## src/rtl/instr_fetch_seq_pkg.sv

```systemverilog
// Shared definitions for the two-byte instruction fetch sequencer.
// Holds the fetch state encoding and the bit positions of the instruction fields.
package instr_fetch_seq_pkg;

  typedef enum logic [2:0] {
    StIdle,
    StLoReq,
    StLoWait,
    StHiReq,
    StHiWait,
    StHold
  } fetch_state_e;

  // Instruction layout: [15:12] opcode, [11:10] dst, [9:8] src, [7:0] immediate
  localparam int unsigned OPC_MSB = 15;
  localparam int unsigned OPC_LSB = 12;
  localparam int unsigned DST_LSB = 10;
  localparam int unsigned SRC_LSB = 8;
  localparam int unsigned IMM_MSB = 7;

endpackage

```

## src/rtl/instr_field_split.sv

```systemverilog
// Pure combinational slicer of a 16-bit instruction into its decode fields.
// Shared with the decoder so both agree on the field layout.
module instr_field_split
  import instr_fetch_seq_pkg::*;
(
  input  logic [15:0] ir,
  output logic [3:0]  opcode,
  output logic [1:0]  dst_sel,
  output logic [1:0]  src_sel,
  output logic [7:0]  imm
);

  // Fixed bit slices; no logic beyond wiring
  always_comb begin
    opcode  = ir[OPC_MSB:OPC_LSB];
    dst_sel = ir[DST_LSB+1:DST_LSB];
    src_sel = ir[SRC_LSB+1:SRC_LSB];
    imm     = ir[IMM_MSB:0];
  end

endmodule

```

## src/rtl/instr_fetch_seq.sv

```systemverilog
// Two-byte instruction fetch sequencer: owns the PC, reads low then high byte from
// byte-wide memory, and offers the assembled instruction with a valid/ready handshake.
// A jump redirect from execute overrides every other transition.
// Optional feature: define INSTR_COUNT_EN to add a saturating 16-bit accepted-instruction
// counter on output icount.
module instr_fetch_seq
  import instr_fetch_seq_pkg::*;
#(
  parameter int unsigned    AW       = 8,
  parameter logic [AW-1:0]  RESET_PC = '0
) (
  input  logic          clk,
  input  logic          rst_n,
  input  logic          fetch_en,
  output logic [AW-1:0] mem_addr,
  output logic          mem_rd,
  input  logic [7:0]    mem_data,
  input  logic          jmp_valid,
  input  logic [AW-1:0] jmp_addr,
  output logic          ir_valid,
  input  logic          ir_ready,
  output logic [15:0]   ir_out,
  output logic [3:0]    opcode,
  output logic [1:0]    dst_sel,
  output logic [1:0]    src_sel,
  output logic [7:0]    imm,
  output logic [AW-1:0] pc
`ifdef INSTR_COUNT_EN
  ,
  output logic [15:0]   icount
`endif
);

  localparam logic [AW-1:0] PcOne = AW'(1);

  fetch_state_e  state_q, state_d;
  logic [AW-1:0] pc_q, pc_d;
  logic [15:0]   ir_q, ir_d;
  logic          handshake;

  // State, PC and instruction register
  always_ff @(posedge clk or negedge rst_n) begin
    if (!rst_n) begin
      state_q <= StIdle;
      pc_q    <= RESET_PC;
      ir_q    <= '0;
    end else begin
      state_q <= state_d;
      pc_q    <= pc_d;
      ir_q    <= ir_d;
    end
  end

  // Next-state, PC advance and byte capture; a jump overrides all of it
  always_comb begin
    state_d = state_q;
    pc_d    = pc_q;
    ir_d    = ir_q;
    unique case (state_q)
      StIdle: begin
        if (fetch_en) state_d = StLoReq;
      end
      StLoReq: begin
        pc_d    = pc_q + PcOne;
        state_d = StLoWait;
      end
      StLoWait: begin
        ir_d[7:0] = mem_data;
        state_d   = StHiReq;
      end
      StHiReq: begin
        pc_d    = pc_q + PcOne;
        state_d = StHiWait;
      end
      StHiWait: begin
        ir_d[15:8] = mem_data;
        state_d    = StHold;
      end
      StHold: begin
        if (ir_ready) state_d = fetch_en ? StLoReq : StIdle;
      end
      default: state_d = StIdle;
    endcase
    if (jmp_valid) begin
      // Discard any in-flight byte and restart at the target
      pc_d    = jmp_addr;
      ir_d    = ir_q;
      state_d = fetch_en ? StLoReq : StIdle;
    end
  end

  // Memory strobe and handshake outputs decoded from the current state
  always_comb begin
    mem_rd    = (state_q == StLoReq) || (state_q == StHiReq);
    mem_addr  = pc_q;
    ir_valid  = (state_q == StHold);
    handshake = ir_valid && ir_ready;
    ir_out    = ir_q;
    pc        = pc_q;
  end

  instr_field_split u_field_split (
    .ir      (ir_q),
    .opcode  (opcode),
    .dst_sel (dst_sel),
    .src_sel (src_sel),
    .imm     (imm)
  );

`ifdef INSTR_COUNT_EN
  logic [15:0] icount_q;

  // Count accepted instructions, saturating; only reset clears it
  always_ff @(posedge clk or negedge rst_n) begin
    if (!rst_n) begin
      icount_q <= '0;
    end else if (handshake && (icount_q != 16'hFFFF)) begin
      icount_q <= icount_q + 16'd1;
    end
  end

  assign icount = icount_q;
`else
  logic unused_handshake;
  assign unused_handshake = handshake;
`endif

endmodule
```

## config.mk

```make
export PLATFORM = sky130hd
export DESIGN_NAME = instr_fetch_seq
export DESIGN_NICKNAME = d
export VERILOG_FILES = /design/src/rtl/instr_fetch_seq_pkg.sv /design/src/rtl/instr_field_split.sv /design/src/rtl/instr_fetch_seq.sv
export SDC_FILE = /design/constraint.sdc
export NUM_CORES = 1
export LEC_CHECK = 0
export ABC_CLOCK_PERIOD_IN_PS = 2460
export CORE_ASPECT_RATIO = 1.2
export CORE_UTILIZATION = 61
export DETAILED_ROUTE_END_ITERATION = 12
export DONT_BUFFER_PORTS = 1
export GPL_TIMING_DRIVEN = 0
export PLACE_DENSITY = 0.79
export SLEW_MARGIN = 10
export SYNTH_ARGS = -nofsm -noshare
export SYNTH_HDL_FRONTEND = slang
export SYNTH_SLANG_ARGS = --single-unit
```

## constraint.sdc

```tcl
create_clock -name clk -period 2.46 [get_ports clk]
set_input_delay 0.738 -clock clk [delete_from_list [all_inputs] [get_ports clk]]
set_output_delay 0.738 -clock clk [all_outputs]
set_load 0.02 [all_outputs]
```

==> reports/results.ini <==
[detailed_routing]
drc=0
ant_nets=0
routed_via_density=5.87
drt_iter0_drc=4
routed_wirelength_um=2490
first_pass_iters=4
wl_per_cell_um=15.3
vias=956

[critical_path]
required_ps=1720
arrival_ps=1230
crit-reg2reg-launch=state_q[0]
reg2reg_slack_ps=820
crit_type=flop to output port
end_kind=output port
crit_path_start=state_q[0]
rr_worst_depth=3
r2r_end=ir_out[8]
path_max_fanout=10
startpoint_type=flop

[logic_synthesis]
synthCells=128
ys_seq_area_frac=0.456
syn_nets=150
async_flop_share=1.00
synth_flop_cell=dfrtp_1
synth_area_mm2=0.00148
yosysTopAreaCellShare=0.456
synth_warnings=0
ys_ff_latch=27
synth_edf_count=0
yosysMostFrequentCell=dfrtp_1
postSynthAreaPerCell_um2=11.6
synth.top_cells.by_count=dfrtp_1, buf_4, mux2_2
synthTopCellsByArea=dfrtp_1, buf_4, mux2_2, nor4b_4, nor2b_1
synth_top_cell_by_area=dfrtp_1
synth.distinct_cells=32

[global_routing]
grt_pass1_vias=947
grt_start_max_net_pins=28
globalRouteTotalUtil=0.208
grt-ovfl-total=0
grt_pass1_wl_um=3990
antenna_found_initial=0

[clock_network]
clk_pin_slew_ps=140
cts_tree=done
cts_buffer_depth=2
clk_latency_ps=320
cts_sinks=27
post-cts-setup-buffers=0
cts_resized=0
htree_levels=1
hold_buffers=0
root_buffer=clkbuf_4
cts_buffers=3

[placed_design]
port_buffers=0
gp_congestion=0.705
dpl.hpwl_um=1870
dp.cells=159

[layout]
fin_cells=163
areaGrowthSynthToFinish_pct=4.47
insertedDiodeCount=0
nets=155
layout-drive-gt1-share=0.402
postLayoutCoreUtil=0.672

[sta]
setup_violations=0
max_slew_margin=0.587
fin_crit_sh=0.801
hold_viol_final=0
worst_pin_slew_ps=617
fin_worst_skew_ps=5.50
grt_setup_unrepaired=no
drv_slew=0
fmax_mhz=508
fin_setup_tns_ps=0
fin_crit_ps=1970

[outcome]
run_status=finished, final reports clean

[die]
die_area_mm2=0.00263
die_x_um=47.0
initial_core_util=0.643
core.rowCount=19
design.core.area_mm2=0.00231
ios=71
die_y_um=56.0

[flow_run]
drv_cap=0

[power_and_ir_drop]
irDropWorstVdd_mv=0.680
power_density_mw_per_mm2=1170
leakagePower_nw=0.699

[worst_hold_path]
hp-class=input port to async pin

==> cells by family (layout without fill, tap and decap cells) <==
kind of cell	after synthesis	in the layout	synth area share
and+or+nand+nor	35	35	0.173
buffers and inverters	31	35	0.154
xor gates and xnor gates	3	3	0.0177
adders and majority gates	1	1	0.00844
AOI/OAI and AO/OA	14	14	0.0625
DFF	27	27	0.456
muxes	17	17	0.128
==> cell usage in the layout (no fill, tap or decap), drive strengths merged, types with 2 or more instances in the layout <==
cell type	Yosys	final
buf	30	30
dfrtp	27	27
mux2	16	16
nand2	7	7
o21ai	6	6
nor2b	5	5
nand3	5	5
clkbuf	1	4
nor2	3	3
nand3b	3	3
nor4b	3	3
or4	2	2
a221o	2	2
xnor2	2	2
a21oi	2	2
==> metal layers <==
metal,track usage,vias to the layer above,wire [um]
li1,-,433,-
met1,0.246,463,977
met2,0.349,55,1310
met3,0.0422,5,156
met4,0.0857,0,48
met5,0,-,0
==> power by group <==
part	switching, mW	internal [mW]
clock network	0.125	0.0610
registers	0.332	0.595
logic	0.350	0.342
==> worst max-delay path: stages (launching register included) <==
cell and delay (ps):
dfrtp_1 360, buf_6 160, nor2b_1 140, buf_2 250
==> worst max path at each step <==
stage	end	slack (ps)
after floorplan	ir_out[0]	640
after global placement	ir_out[11]	470
after detailed placement	ir_out[8]	440
after global routing	mem_rd	390
after CTS	mem_rd	480
final	mem_rd	490
==> state kept, by name, summed over array words and instances (netlist names) <==
signal and count:
ir_out 16, mem_addr 8, state_q 3
==> through the flow <==
step | total power [mW] | area [um^2] | hold slack (ps) | setup WS, ps
final | 1.81 | 1550 | 83.1 | 490
after global routing | 1.93 | 1550 | 47.0 | 393
after global placement | 1.62 | 1520 | 443 | 471
after CTS | 1.83 | 1550 | 67.8 | 481
after detailed placement | 1.64 | 1520 | 443 | 440
after floorplan | 1.56 | 1480 | 442 | 640
==> final cells by class <==
class	instances	area, um^2
plain buffers	31	229
clock inverters	1	5.00
multi-input cells	70	578
well taps	31	38.8
fillers	177	757
flip-flops and latches	27	676
clock buffers	3	22.5
Power figures use the tool's default switching activity.
